### config.mk
export PLATFORM = sky130hd
export DESIGN_NAME = wb_cmd_master
export DESIGN_NICKNAME = d
export VERILOG_FILES = /design/src/rtl/wb_cmd_master.sv
export SDC_FILE = /design/constraint.sdc
export NUM_CORES = 1
export LEC_CHECK = 0
export ABC_AREA = 0
export BUFFER_PORTS_ARGS = -buffer_cell sky130_fd_sc_hd__buf_2
export CORE_UTILIZATION = 40
export CTS_CLUSTER_DIAMETER = 30
export CTS_CLUSTER_SIZE = 25
export DETAILED_ROUTE_END_ITERATION = 10
export PLACE_DENSITY = 0.71
export SLEW_MARGIN = 20
export SYNTH_ARGS = -nofsm -noshare
export SYNTH_HDL_FRONTEND = slang
export SYNTH_SLANG_ARGS = --single-unit
### constraint.sdc
create_clock -name clk -period 3.9 [get_ports clk]
set_input_delay 0.39 -clock clk [delete_from_list [all_inputs] [get_ports clk]]
set_output_delay 0.39 -clock clk [all_outputs]
set_load 0.01 [all_outputs]
### src/rtl/wb_cmd_master.sv
// -----------------------------------------------------------------------------
// wb_cmd_master
//
// Wishbone classic single-access master fed by a valid/ready command port.
// Every accepted command turns into exactly one Wishbone cycle (read or write,
// byte-selectable). The result comes back on a valid/ready response port
// carrying the read data and an error flag. Typical placement: between a
// command FIFO and the Wishbone interconnect.
//
// Handshake rule (both ports): a transfer happens on a rising clk edge where
// valid and ready are both high. The producer keeps valid and payload steady
// until that edge, and ready never depends on valid in the same cycle.
//
// Optional feature: define WB_CMD_MASTER_TIMEOUT_EN to abort a bus cycle that
// is not terminated within TIMEOUT_CYC cycles. Without the macro the master
// waits for ack/err for as long as it takes, and rsp_tmo is tied low.
//
// Parameters
//   ADDR_W       address width
//   DATA_W       data width, multiple of 8
//   SEL_W        byte-select width, always DATA_W/8
//   TIMEOUT_CYC  wait-cycle limit for ack/err (1..65535, timeout build only)
//
// Ports
//   clk, rst            clock; asynchronous active-high reset
//   cmd_valid/ready     command handshake
//   cmd_we/adr/dat/sel  command payload (1 = write)
//   rsp_valid/ready     response handshake
//   rsp_dat             read data (0 for writes and for any error)
//   rsp_err             slave error or timeout
//   rsp_tmo             timeout abort
//   wb_*_o              Wishbone master outputs, all registered
//   wb_dat_i/ack_i/err_i Wishbone slave inputs
//   dbg_state           current FSM state, for checkers and debug
// -----------------------------------------------------------------------------
module wb_cmd_master #(
   parameter int unsigned ADDR_W      = 32,
   parameter int unsigned DATA_W      = 32,
   parameter int unsigned TIMEOUT_CYC = 255,
   localparam int unsigned SEL_W      = DATA_W / 8
) (
   input  logic              clk,
   input  logic              rst,

   input  logic              cmd_valid,
   output logic              cmd_ready,
   input  logic              cmd_we,
   input  logic [ADDR_W-1:0] cmd_adr,
   input  logic [DATA_W-1:0] cmd_dat,
   input  logic [SEL_W-1:0]  cmd_sel,

   output logic              rsp_valid,
   input  logic              rsp_ready,
   output logic [DATA_W-1:0] rsp_dat,
   output logic              rsp_err,
   output logic              rsp_tmo,

   output logic              wb_cyc_o,
   output logic              wb_stb_o,
   output logic              wb_we_o,
   output logic [ADDR_W-1:0] wb_adr_o,
   output logic [DATA_W-1:0] wb_dat_o,
   output logic [SEL_W-1:0]  wb_sel_o,
   input  logic [DATA_W-1:0] wb_dat_i,
   input  logic              wb_ack_i,
   input  logic              wb_err_i,

   output logic [1:0]        dbg_state
);

   // ---------------------------------------------------------------------------
   // Elaboration-time parameter sanity checks
   // ---------------------------------------------------------------------------
   if ((DATA_W % 8) != 0 || DATA_W == 0) begin : g_bad_data_w
      $error("wb_cmd_master: DATA_W must be a non-zero multiple of 8");
   end

   if (TIMEOUT_CYC < 1 || TIMEOUT_CYC > 65535) begin : g_bad_timeout
      $error("wb_cmd_master: TIMEOUT_CYC must be in 1..65535");
   end

   // ---------------------------------------------------------------------------
   // FSM state
   // ---------------------------------------------------------------------------
   typedef enum logic [1:0] {
      IDLE = 2'd0,
      BUS  = 2'd1,
      RESP = 2'd2
   } state_t;

   state_t state_q;
   state_t state_d;

   // Single-cycle strobes from the next-state logic into the datapath.
   logic load_cmd;   // command accepted this cycle
   logic finish;     // slave terminated the bus cycle (ack and/or err)
   logic timeout;    // bus cycle aborted by the wait counter
   logic rsp_done;   // response handed off this cycle

   logic bus_term;   // slave termination seen on the bus
   logic expired;    // wait counter has reached its limit this cycle

   assign bus_term = wb_ack_i | wb_err_i;

   // ---------------------------------------------------------------------------
   // Optional wait counter
   // ---------------------------------------------------------------------------
`ifdef WB_CMD_MASTER_TIMEOUT_EN
   logic [15:0] wait_cnt;
   logic        rsp_tmo_q;

   // The counter sits at zero outside BUS, so it is cleared on every entry.
   // It counts BUS cycles that end without ack/err; the cycle in which the
   // count would reach TIMEOUT_CYC is the expiry cycle, so cyc/stb stay high
   // for exactly TIMEOUT_CYC unterminated cycles. A termination in the expiry
   // cycle is taken as normal completion (bus_term is checked first below).
   assign expired = (wait_cnt == 16'(TIMEOUT_CYC - 1));

   always_ff @(posedge clk or posedge rst) begin
      if (rst) begin
         wait_cnt <= '0;
      end else if (state_q != BUS) begin
         wait_cnt <= '0;
      end else if (!bus_term) begin
         wait_cnt <= wait_cnt + 16'd1;
      end
   end

   always_ff @(posedge clk or posedge rst) begin
      if (rst) begin
         rsp_tmo_q <= 1'b0;
      end else if (finish || timeout) begin
         rsp_tmo_q <= timeout;
      end else if (rsp_done) begin
         rsp_tmo_q <= 1'b0;
      end
   end

   assign rsp_tmo = rsp_tmo_q;
`else
   assign expired = 1'b0;
   assign rsp_tmo = 1'b0;
`endif

   // ---------------------------------------------------------------------------
   // FSM: state register
   // ---------------------------------------------------------------------------
   always_ff @(posedge clk or posedge rst) begin
      if (rst) begin
         state_q <= IDLE;
      end else begin
         state_q <= state_d;
      end
   end

   // ---------------------------------------------------------------------------
   // FSM: next state and datapath strobes
   // ---------------------------------------------------------------------------
   always_comb begin
      state_d  = state_q;
      load_cmd = 1'b0;
      finish   = 1'b0;
      timeout  = 1'b0;
      rsp_done = 1'b0;

      unique case (state_q)
         IDLE: begin
            if (cmd_valid) begin
               load_cmd = 1'b1;
               state_d  = BUS;
            end
         end
         BUS: begin
            if (bus_term) begin
               finish  = 1'b1;
               state_d = RESP;
            end else if (expired) begin
               timeout = 1'b1;
               state_d = RESP;
            end
         end
         RESP: begin
            if (rsp_ready) begin
               rsp_done = 1'b1;
               state_d  = IDLE;
            end
         end
         default: begin
            state_d = IDLE;
         end
      endcase
   end

   assign cmd_ready = (state_q == IDLE);
   assign dbg_state = state_q;

   // ---------------------------------------------------------------------------
   // Wishbone outputs
   // ---------------------------------------------------------------------------
   // Address, data and select keep their last value after the cycle ends; only
   // cyc/stb/we are meaningful to the slave once cyc is low.
   always_ff @(posedge clk or posedge rst) begin
      if (rst) begin
         wb_cyc_o <= 1'b0;
         wb_stb_o <= 1'b0;
         wb_we_o  <= 1'b0;
         wb_adr_o <= '0;
         wb_dat_o <= '0;
         wb_sel_o <= '0;
      end else if (load_cmd) begin
         wb_cyc_o <= 1'b1;
         wb_stb_o <= 1'b1;
         wb_we_o  <= cmd_we;
         wb_adr_o <= cmd_adr;
         wb_dat_o <= cmd_dat;
         wb_sel_o <= cmd_sel;
      end else if (finish || timeout) begin
         wb_cyc_o <= 1'b0;
         wb_stb_o <= 1'b0;
         wb_we_o  <= 1'b0;
      end
   end

   // ---------------------------------------------------------------------------
   // Response outputs
   // ---------------------------------------------------------------------------
   // Read data is only returned on a clean read ack; ack together with err is
   // an error, and writes and timeouts return zero.
   always_ff @(posedge clk or posedge rst) begin
      if (rst) begin
         rsp_valid <= 1'b0;
         rsp_err   <= 1'b0;
         rsp_dat   <= '0;
      end else if (finish || timeout) begin
         rsp_valid <= 1'b1;
         rsp_err   <= wb_err_i | timeout;
         rsp_dat   <= (finish && !wb_err_i && !wb_we_o) ? wb_dat_i : '0;
      end else if (rsp_done) begin
         rsp_valid <= 1'b0;
         rsp_err   <= 1'b0;
         rsp_dat   <= '0;
      end
   end

endmodule
; Yosys cells after proc, flatten, opt, wreduce, memory -nomap -nowiden
; Cells that the tools add are included.
[totals]
register_bits = 106
in_bits = 107
out_inout_bits = 109
elab_cells = 42
[classes]
eq_ne = 5
muxes = 19
bitwise = 1
reduce_logical = 8
[op_table]
columns = operator, count
row1 = 32-bit 2-to-1 mux, 3
row2 = 1-bit 2-to-1 mux, 12
row3 = 2-bit 2-to-1 mux, 3
row4 = "2-bit != test, second input constant", 3
row5 = 2-bit one-hot mux with 3 select lines, 1
row6 = 2-bit nonzero test, 2
row7 = 3-bit AND reduction, 1
row8 = "2-bit by 1-bit == test with 1-bit output, second input constant", 1
row9 = "2-bit == test, second input constant", 1
row10 = 1-bit logical AND, 2
row11 = 1-bit zero test, 2
row12 = 2-bit zero test, 1
row13 = 1-bit bitwise OR, 1

; Depth between registers and ports, before layout
; Gate-level depths: netlist of the first run.
[depth]
depth_word = 7
ltp_mapped = 5
depth_no_buf = 3

; Worst setup path before layout of the first run
; Ideal clock, no wire load.
[synth_timing]
kind = register to register
from = reg state_q[1] (netlist: dbg_state[1])
to = reg wb_adr_o[0]
setup_time_ns = 0.125
arrival_time_ns = 1.342
slack_ns = 2.432
stages_incl_launch_ff = 5
path_buffers = 2
cell_sequence = dfrtp_1 nor3b_2 buf_6 buf_12 mux2_4
[synth_via]
elab_chain_cells = 2
[synth_lines]
columns = element, line_no
row1 = "start, declared", 91  ; state_t state_q;
row2 = "start signal, assigned", 152  ; state_q <= state_d;
row3 = 2-bit zero test, 166  ; unique case (state_q)
row4 = 1-bit 2-to-1 mux, 166
row5 = "end signal, assigned", 214  ; wb_adr_o <= cmd_adr;
row6 = "end, declared", 61  ; output logic [ADDR_W-1:0] wb_adr_o,
; No other way between the ends.
; A chain may end at the register's enable or synchronous reset.

; Worst setup path after layout of the first run
[layout_timing]
from = reg state_q[1] (netlist: dbg_state[1])
to = reg wb_dat_o[29]
[layout_via]
elab_chain_cells = 2
[layout_lines]
columns = element, line_no
row1 = 2-bit zero test, 166
row2 = 1-bit 2-to-1 mux, 166
row3 = "end signal, assigned", 215  ; wb_dat_o <= cmd_dat;
row4 = "end, declared", 62  ; output logic [DATA_W-1:0] wb_dat_o,
; No other way between the ends.

==> results.ini, run 1 <==
[placement]
place_inst=584
place.gp.congestion=0.727
portBuffers=214
post-dp-hpwl_mm=6.50

[die]
core_area_um2=10500
rows=37
die_x_um=106
dieArea_um2=11300
die_h_um=106
initial_utilization_pct=41.7
io_pins=216

[finish]
nets=566
multiInputGateArea_um2=1440
post-route-util_pct=53.4
area_growth_pct=28.2
stdcell_count=601
drive_above_1_share_pct=65.9
fillers=927
seqCellArea_um2=2650

[clock_tree]
cts_setup_buffers=0
cts_sinks=106
clock_path_buffers=2
cts.htree.levels=3
clkSlewWorstSetupHoldPaths_ps=110
cts_tree=done
numCtsBuffers=9
hold_buffers=0
insertion_delay_ps=370
cts_root_buffer=clkbuf_8
post_cts_resize_count=0

[hold_path]
hold_class=in2async

[global_routing]
grt-ovfl-total=0
first_global_vias=2803
grt_max_degree=76
antenna_found_initial=1
grt_pass1_wl_mm=14.3
grt_usage_pct=16.2

[route]
drt_first_iter_violations=107
wl_per_cell_um=15.3
wirelength_mm=9.18
drc=0
drt-vias-per-instance=4.64
detail-route-antenna-nets=0
dr_wl_met2_mm=4.13
vias=2786
dr.max_layer_used=met4
first_pass_iters=4
wl_met3_um=676
met1_length_mm=4.21

[critical_path]
crit_fanout=14
rr_worst_depth=3
worst_ep_arrival_time_ps=2360
rrSetupSlack_ps=1780
r2r-start=dbg_state[1]$_DFFE_PP0P_
cp-end-kind=flip-flop
slowest_delay_ps=770
r2r_end=wb_dat_o[29]$_DFFE_PP0P_
start_kind=flip-flop
path_class=reg2reg
cp.required_ps=4140
crit_chain=nor3b_4 -> buf_4 -> mux2_4
critical-path-top-delay-family=simple AND/OR/NAND/NOR gates
cp.buffers_inverters=1
cpMaxStageDelayCell=nor3b_4

[yosys]
ys_seq_area_share_pct=60.8
netlist_area_um2=4360
synthesis.nets=354
syn_inst=247
synth.distinct_cells=22
syn_avg_cell_area_um2=17.7
yosysWarnings=0
ys_ff_latch=106

[timing]
worst_slew_pin_slew_ps=903
skew_ps=15.7
setup_viol=0
rsz0062_at_grt=false
fin_crit_sh_pct=54.3
post-route-min-period_ps=2120
setup_tns_ps=0
fmax_mhz=472
hold_viol=0
slew_viol_final=0
relSlewSlack_pct=39.8

[power_and_ir_drop]
combPwrFrac_pct=42.7
p_per_area_nw_per_um2=812
seqPwrFrac_pct=41.9
power.switching_uw=1530
vdd_drop_max_v=0.000339
switching_share_pct=33.7
pwr-share-clk_pct=15.4
p_leak_uw=0.00300
intPower_uw=3010

[flow_run]
drv_cap=0

[status]
status=finished, final reports clean

[layout by cell type, fill, tap and decap left out]
cell / Yosys / final
inv_8: 0 / 1
o21ai_0: 2 / 2
mux2_4: 67 / 67
dfrtp_1: 106 / 106
o31ai_1: 1 / 1
inv_1: 2 / 1
clkinv_2: 0 / 1
mux2_1: 1 / 1
buf_4: 2 / 3
inv_6: 0 / 3
conb_1: 1 / 1
mux2i_1: 1 / 1
nand2b_1: 1 / 1
nor2_1: 5 / 5
diode_2: 0 / 1
nand2_1: 3 / 3
buf_12: 10 / 1
bufinv_16: 0 / 1
clkinv_4: 0 / 1
clkbuf_8: 0 / 9
nand3b_1: 1 / 1
o21a_2: 1 / 1
buf_2: 0 / 214
a22o_1: 33 / 33
a21o_1: 1 / 1
and3_2: 0 / 1
nor2b_2: 1 / 1
o21ai_1: 1 / 1
inv_4: 0 / 1
nor3b_4: 0 / 1
[sequential cells by signal, summed over array words and instances (netlist names)]
signal     count
wb_dat_o      32
wb_stb_o       1
rsp_valid      1
rsp_dat       32
rsp_err        1
wb_we_o        1
dbg_state      2
wb_adr_o      32
wb_sel_o       4
[final cells by class]
cell class,count,area share [%]
Clock inverter,7,1.45
Multi-Input combinational cell,122,25.7
Timing Repair Buffer,218,19.9
Tap cell,136,3.04
Inverter,2,0.179
Antenna cell,1,0.0448
Sequential cell,106,47.4
Clock buffer,9,2.22
[layer usage]
layer  global-route usage (%)  up-vias
met5                        0        -
met4                     6.75        0
met3                     4.23       11
met2                     25.0      136
met1                     21.7     1334
li1                         -     1305
[power groups by stage]
stage / logic, uW / registers (uW) / clock network (uW)
after floorplan: 1130 / 2140 / 0
final: 1940 / 1900 / 700
after CTS: 1960 / 1910 / 725
after detailed placement: 1960 / 1910 / 0
after global routing: 2090 / 1970 / 772
after global placement: 1920 / 1900 / 0
[metrics by stage]
step / worst slack (ps) / total power (uW) / hold WS [ps] / area [um2]
floorplan: 721 / 3260 / 497 / 4360
global placement: 1810 / 3830 / 467 / 5380
detailed placement: 1760 / 3870 / 474 / 5380
CTS: 1750 / 4590 / 208 / 5590
global route: 1650 / 4820 / 207 / 5590
finish: 1780 / 4540 / 209 / 5590
[cells by family (layout without fill, tap and decap cells)]
family	count (synthesis)	after routing	share of synthesized area (%)
other	1	2	0.0860
AND/OR/NAND/NOR	13	13	1.64
buffers and inverters	19	236	6.40
AO/OA/AOI/OAI	39	39	7.52
multiplexers	69	69	23.6
flip-flops	106	106	60.8
[cells in the mapped netlist (all sizes together)]
cell / instances / area share [%]
o21ai: 3 / 0.34
conb: 1 / 0.086
mux2i: 1 / 0.23
a21o: 1 / 0.17
nor2: 5 / 0.43
buf: 17 / 6.2
o21a: 1 / 0.20
nor3b: 1 / 0.29
inv: 2 / 0.17
and3: 1 / 0.14
nor2b: 1 / 0.20
a22o: 33 / 6.6
nand2: 3 / 0.26
mux2: 68 / 23
o31ai: 1 / 0.17
nand3b: 1 / 0.17
dfrtp: 106 / 61
nand2b: 1 / 0.14
[worst max-delay path by stage]
stage                              from                  endpoint  slack (ps)  cells past startpoint
3_3_place_gp   dbg_state[1]$_DFFE_PP0P_   wb_sel_o[3]$_DFFE_PP0P_        1810                      3
6_report       dbg_state[1]$_DFFE_PP0P_  wb_dat_o[29]$_DFFE_PP0P_        1780                      3
4_1_cts        dbg_state[1]$_DFFE_PP0P_   wb_sel_o[3]$_DFFE_PP0P_        1750                      3
2_1_floorplan                       rst  dbg_state[0]$_DFFE_PP0P_         720                      1
5_1_grt        dbg_state[1]$_DFFE_PP0P_   wb_sel_o[3]$_DFFE_PP0P_        1650                      3
3_5_place_dp   dbg_state[1]$_DFFE_PP0P_   wb_sel_o[3]$_DFFE_PP0P_        1760                      3
No activity file was read; power rests on OpenSTA's default activity.
==> run 2, diff against run 1 <==
==> constraint.sdc (replaced) <==
create_clock -name clk -period 2.1 [get_ports clk]
set_input_delay 0.21 -clock clk [delete_from_list [all_inputs] [get_ports clk]]
set_output_delay 0.21 -clock clk [all_outputs]
set_load 0.01 [all_outputs]
==> results.ini, run 2 (synthesized netlist as in run 1, its figures left out) <==
[status]
status=finished, final reports clean

[placement]
portBuffers=214  ; unchanged
place.gp.congestion=0.693  ; -4.7%
place_area_um2=5400  ; +0.40%
post-dp-hpwl_mm=6.71  ; +3.3%

[global_routing]
grt_usage_pct=16.5  ; +0.34 points
grt-ovfl-total=0  ; unchanged
antenna_found_initial=0  ; -1
grt_max_degree=55  ; -28%
grt_pass1_wl_mm=14.7  ; +2.9%
first_global_vias=2935  ; +4.7%

[clock_tree]
cts_sinks=106  ; unchanged
cts_setup_buffers=0  ; unchanged
cts_root_buffer=clkbuf_8
clkSlewWorstSetupHoldPaths_ps=90  ; -20 ps
numCtsBuffers=9  ; unchanged
insertion_delay_ps=350  ; -20 ps
clock_path_buffers=2  ; unchanged
cts_tree=done
post_cts_resize_count=0  ; unchanged
cts.htree.levels=3  ; unchanged
hold_buffers=0  ; unchanged

[die]
core_area_um2=10500  ; unchanged
rows=37  ; unchanged
die_h_um=106  ; unchanged
die_x_um=106  ; unchanged
dieArea_um2=11300  ; unchanged
io_pins=216  ; unchanged
initial_utilization_pct=41.7  ; unchanged

[finish]
seqCellArea_um2=2650  ; unchanged
drive_above_1_share_pct=65.8  ; -0.14 points
top_regs=rsp_dat x32, wb_adr_o x32, wb_dat_o x32
post-route-util_pct=53.5  ; about the same
final_cell_mix=214 x buf_2, 106 x dfrtp_1, 67 x mux2_4
nets=567  ; +0.18%
fillers=929  ; +0.22%
final_common_cell=buf_2
multiInputGateArea_um2=1440  ; about the same
fin_area_um2=5590  ; about the same
area_growth_pct=28.2  ; about the same
antenna_cells=0  ; -1

[timing]
relSlewSlack_pct=55.4  ; +16 points
rsz0062_at_grt=false
hold_viol=0  ; unchanged
worst_slew_pin_slew_ps=669  ; -234 ps
skew_ps=8.21  ; -7.49 ps
slew_viol_final=0  ; unchanged
fmax_mhz=607  ; +29%
post-route-min-period_ps=1650  ; -470 ps
setup_tns_ps=0  ; unchanged
fin_crit_sh_pct=78.5  ; +24 points
setup_viol=0  ; unchanged

[hold_path]
hold_class=in2async

[flow_run]
drv_cap=0  ; unchanged

[power_and_ir_drop]
pwr-share-clk_pct=14.1  ; -1.3 points
power.switching_uw=2820  ; +84%
combPwrFrac_pct=43.6  ; +0.9 points
p_leak_uw=0.00299  ; -0.32%
p_per_area_nw_per_um2=1490  ; +84%
intPower_uw=5530  ; +84%
vdd_drop_max_v=0.000548  ; +62%
switching_share_pct=33.8  ; about the same
seqPwrFrac_pct=42.3  ; +0.4 points

[route]
vias=2839  ; +1.9%
wl_per_cell_um=15.4  ; +1.0%
drt-vias-per-instance=4.72  ; +1.9%
first_pass_iters=4  ; unchanged
wirelength_mm=9.27  ; +1.0%
detail-route-antenna-nets=0  ; unchanged
drt_first_iter_violations=114  ; +6.5%
drc=0  ; unchanged

[critical_path]
path_class=reg2reg
crit_fanout=40  ; +26
cp.required_ps=2340  ; -1800 ps
worst_ep_arrival_time_ps=1880  ; -480 ps
cp-end-kind=flip-flop
start_kind=flip-flop

[run 2: changes by cell type in the layout (fill, tap and decap cells not counted), sizes merged]
cell / delta
bufinv: -1
inv: -4
diode: -1
clkinvlp: +3
buf: +1
clkbuf: +2
[run 2: area by class of cell]
type                       count  area share [%]
clock buffer                  11            2.71
inverter                       2           0.201
sequential                   106            47.4
clock inverter                 5           0.671
timing repair buffer         219            20.3
tap                          136            3.04
multi-input combinational    122            25.7
[run 2: final timing paths]
check	from	end	slack, ps	depth (start not counted)
worst max register to register	dbg_state[1]$_DFFE_PP0P_	wb_sel_o[3]$_DFFE_PP0P_	450	3
worst max-delay path	dbg_state[1]$_DFFE_PP0P_	wb_sel_o[3]$_DFFE_PP0P_	450	3
worst min-delay path	rst	wb_adr_o[13]$_DFFE_PP0P_	50	3
worst min register to register	rsp_valid$_DFFE_PP0P_	rsp_valid$_DFFE_PP0P_	500	2
min in group clk	wb_dat_i[6]	rsp_dat[6]$_DFFE_PP0P_	60	2
max in group asynchronous	rst	rsp_dat[7]$_DFFE_PP0P_	1580	3
[run 2: routing by layer]
metal / vias up / global-route usage (%) / share of wire (%)
met5: - / 0 / 0
met4: 0 / 6.95 / 2.0
met3: 15 / 4.90 / 8.1
met2: 126 / 26.4 / 47
met1: 1397 / 21.0 / 43
li1: 1301 / - / -
[run 2: critical path, stage by stage (launching register included)]
cell and delay (ps):
dfrtp_1 500, nor3b_4 340, buf_12 330, mux2_1 360
[run 2: power groups by stage]
stage	clock (uW)	combinational (uW)	sequential (uW)
3_3_place_gp	0	3600	3520
4_1_cts	1230	3690	3540
3_5_place_dp	0	3690	3550
5_1_grt	1320	3910	3660
6_report	1180	3640	3530
2_1_floorplan	0	2090	3970
[run 2: per-stage QoR]
step	std cells	power (uW)	hold WS (ps)	setup WS [ps]
after floorplan	247	6060	317	616
after global placement	585	7120	426	491
after detailed placement	585	7250	419	451
after CTS	601	8460	36.6	432
after global routing	601	8890	31.5	381
final	601	8350	53.2	452
==> run 3, diff against run 2 <==
--- a/config.mk
+++ b/config.mk
@@ -5,13 +5,13 @@
 export SDC_FILE = /design/constraint.sdc
 export NUM_CORES = 1
 export LEC_CHECK = 0
-export ABC_AREA = 0
+export ABC_AREA = 1
 export BUFFER_PORTS_ARGS = -buffer_cell sky130_fd_sc_hd__buf_2
 export CORE_UTILIZATION = 40
 export CTS_CLUSTER_DIAMETER = 30
 export CTS_CLUSTER_SIZE = 25
 export DETAILED_ROUTE_END_ITERATION = 10
-export PLACE_DENSITY = 0.71
+export PLACE_DENSITY = 0.75
 export SLEW_MARGIN = 20
 export SYNTH_ARGS = -nofsm -noshare
 export SYNTH_HDL_FRONTEND = slang
==> constraint.sdc (replaced) <==
create_clock -name clk -period 1.4 [get_ports clk]
set_input_delay 0.14 -clock clk [delete_from_list [all_inputs] [get_ports clk]]
set_output_delay 0.14 -clock clk [all_outputs]
set_load 0.01 [all_outputs]
==> results.ini, run 3 <==
[placement]
pre_cts_ws_ps=140  ; -311 ps
post-dp-hpwl_mm=7.36  ; +9.7%
place.gp.congestion=0.818  ; +18%
portBuffers=214  ; unchanged

[yosys]
syn_avg_cell_area_um2=9.02  ; -49%
yosys.area.top_type=dfrtp_1
synth.distinct_cells=18  ; -18%
ys_seq_area_share_pct=63.5  ; +2.7 points
netlist_area_um2=4180  ; -4.2%
yosys-top-cells-count=246 x nand2_1, 106 x dfrtp_1, 66 x nand3_1
yosysTopAreaCellShare_pct=63.5  ; +2.7 points
yosysWarnings=0  ; unchanged
syn_inst=463  ; +87%
yosysMostFrequentCell=nand2_1
synth_edf_count=0  ; unchanged
synth_area_leaders=dfrtp_1 64%, nand2_1 22%, nand3_1 7.9%
synthArstFlopShare_pct=100  ; unchanged
synthesis.nets=570  ; +61%
ys_ff_latch=106  ; unchanged
ys.flop_type=dfrtp_1

[route]
drt_first_iter_violations=370  ; +220%
detail-route-antenna-nets=0  ; unchanged
vias=4395  ; +55%
first_pass_iters=4  ; unchanged
wirelength_mm=13.1  ; +41%
wl_per_cell_um=14.5  ; -6.0%
drc=0  ; unchanged
drt-vias-per-instance=4.87  ; +3.0%

[critical_path]
cpMaxStageDelayCell=dfrtp_1
slowest_delay_ps=480  ; -20 ps
cp-end-kind=flip-flop
crit_chain=inv_1 -> nand3_2 -> buf_4 -> nand3_1 -> nand2_1
start_kind=flip-flop
path_class=reg2reg
rr_worst_depth=5  ; +2
worst_ep_arrival_time_ps=1620  ; -260 ps
r2r-start=dbg_state[0]$_DFFE_PP0P_
r2r_end=rsp_dat[30]$_DFFE_PP0P_
rrSetupSlack_ps=70  ; -380 ps
cp.required_ps=1690  ; -650 ps
crit_fanout=34  ; -15%

[clock_tree]
clkSlewWorstSetupHoldPaths_ps=90  ; about the same
cts_sinks=106  ; unchanged
cts_root_buffer=clkbuf_8
cts_tree=done
clock_path_buffers=2  ; unchanged
cts_setup_buffers=0  ; unchanged
post_cts_resize_count=0  ; unchanged
insertion_delay_ps=360  ; about the same
numCtsBuffers=9  ; unchanged
cts.htree.levels=3  ; unchanged

[timing]
skew_ps=6.87  ; -1.34 ps
post-route-min-period_ps=1330  ; -316 ps
fin_crit_sh_pct=95.1  ; +17 points
timing.final.ws_setup_ps=68.5  ; -384 ps
fmax_mhz=751  ; +24%
setup_tns_ps=0  ; unchanged
rsz0062_at_grt=false
slew_viol_final=0  ; unchanged
hold_viol=0  ; unchanged
setup_viol=0  ; unchanged

[hold_path]
worstHoldStart=wb_dat_i[4]
hold_class=in2reg
whs_path_depth=3
hold_end=rsp_dat[4]$_DFFE_PP0P_

[power_and_ir_drop]
vdd_drop_max_v=0.00110  ; +100%
p_leak_uw=0.00378  ; +26%
p_per_area_nw_per_um2=1960  ; +32%

[die]
die_h_um=104  ; -2.1%
io_pins=216  ; unchanged
rows=36  ; -2.7%
die_x_um=104  ; -2.1%
core_area_um2=9950  ; -4.9%
dieArea_um2=10900  ; -4.2%
initial_utilization_pct=42.0  ; +0.27 points

[finish]
nets=874  ; +54%
final_common_cell=nand2_1
fillers=756  ; -19%
area_growth_pct=58.1
top_regs=rsp_dat x32, wb_adr_o x32, wb_dat_o x32
drive_above_1_share_pct=31.8  ; -34 points
final_cell_mix=246 x nand2_1, 214 x buf_2, 106 x dfrtp_1
antenna_cells=0  ; unchanged

[global_routing]
grt_max_degree=72  ; +31%
grt_pass1_wl_mm=21.3  ; +45%
first_global_vias=4395  ; +50%
grt-ovfl-total=0  ; unchanged
grt_usage_pct=24.8  ; +8.2 points
antenna_found_initial=0  ; unchanged

[status]
status=finished, final reports clean

[flow_run]
drv_cap=0  ; unchanged

## run 3: cell count changes after synthesis, moves of 2 or more
| cell | previous run | this run |
|---|---|---|
| mux2_4 | 67 | 0 |
| a22o_1 | 33 | 0 |
| nand3_1 | 0 | 66 |
| clkbuf_1 | 0 | 3 |
| inv_1 | 2 | 5 |
| buf_12 | 10 | 0 |
| nor2_1 | 5 | 2 |
| nand2_1 | 3 | 246 |
| buf_2 | 0 | 18 |
| nor2_2 | 0 | 2 |
## run 3: cell type report
class	count	area (um2)	area share, %
flip-flops and latches	106	2650	40.2
repair buffers	321	2220	33.6
multi-input cells	323	1330	20.2
well taps	133	166	2.52
clock buffers	11	141	2.14
clock inverters	3	65.1	0.985
inverters	6	26.3	0.398
## run 3: critical path: cells and delay by family, from the launching register on
kind / cells / cell delay [ps]
buf+inv: 2 / 450
simple gates: 3 / 330
flops: 1 / 480
## run 3: power breakdown
group,total [uW],internal (uW),switching (uW)
clock network,2010,1040,973
logic,5540,2280,3260
registers,5420,4530,890
total,13000,7850,5120
## run 3: layer usage
metal	routed length (um)	up-vias	track usage, %
li1	-	2039	-
met1	5230	2084	29.9
met2	6430	241	41.3
met3	1090	31	6.45
met4	351	0	11.7
met5	0	-	0
## run 3: worst max path at each step
| stage | startpoint | endpoint | slack (ps) |
|---|---|---|---|
| 2_1_floorplan | rst | dbg_state[0]$_DFFE_PP0P_ | -10 |
| 3_3_place_gp | dbg_state[0]$_DFFE_PP0P_ | rsp_dat[29]$_DFFE_PP0P_ | 220 |
| 3_5_place_dp | dbg_state[0]$_DFFE_PP0P_ | rsp_dat[25]$_DFFE_PP0P_ | 140 |
| 4_1_cts | dbg_state[1]$_DFFE_PP0P_ | cmd_ready | 50 |
| 5_1_grt | dbg_state[1]$_DFFE_PP0P_ | cmd_ready | 8 |
| 6_report | dbg_state[0]$_DFFE_PP0P_ | rsp_dat[30]$_DFFE_PP0P_ | 70 |
## run 3: kinds of logic after synthesis
group,after synthesis,share of synthesized area [%]
AO/OA/AOI/OAI,2,0.300
buffers and inverters,34,4.67
AND/OR/NAND/NOR,320,31.4
other,1,0.0898
flip-flops,106,63.5
## run 3: timing repair
item	CTS	global route
hold buffers	98	0
setup endpoints to repair	0	0
endpoints found under the hold margin	203	0
## run 3: metrics by stage
| stage | instance area, um2 | hold slack [ps] | cells | total power, uW | utilization (%) |
|---|---|---|---|---|---|
| 3_3_place_gp | 5420 | 271 | 791 | 10400 | 54.4 |
| 4_1_cts | 6600 | 0.938 | 903 | 12900 | 66.3 |
| 2_1_floorplan | 4180 | 236 | 463 | 8260 | - |
| 3_5_place_dp | 5420 | 276 | 791 | 10600 | 54.4 |
| 5_1_grt | 6600 | 34.6 | 903 | 13900 | 66.3 |
| 6_report | 6600 | 21.6 | 903 | 13000 | 66.3 |
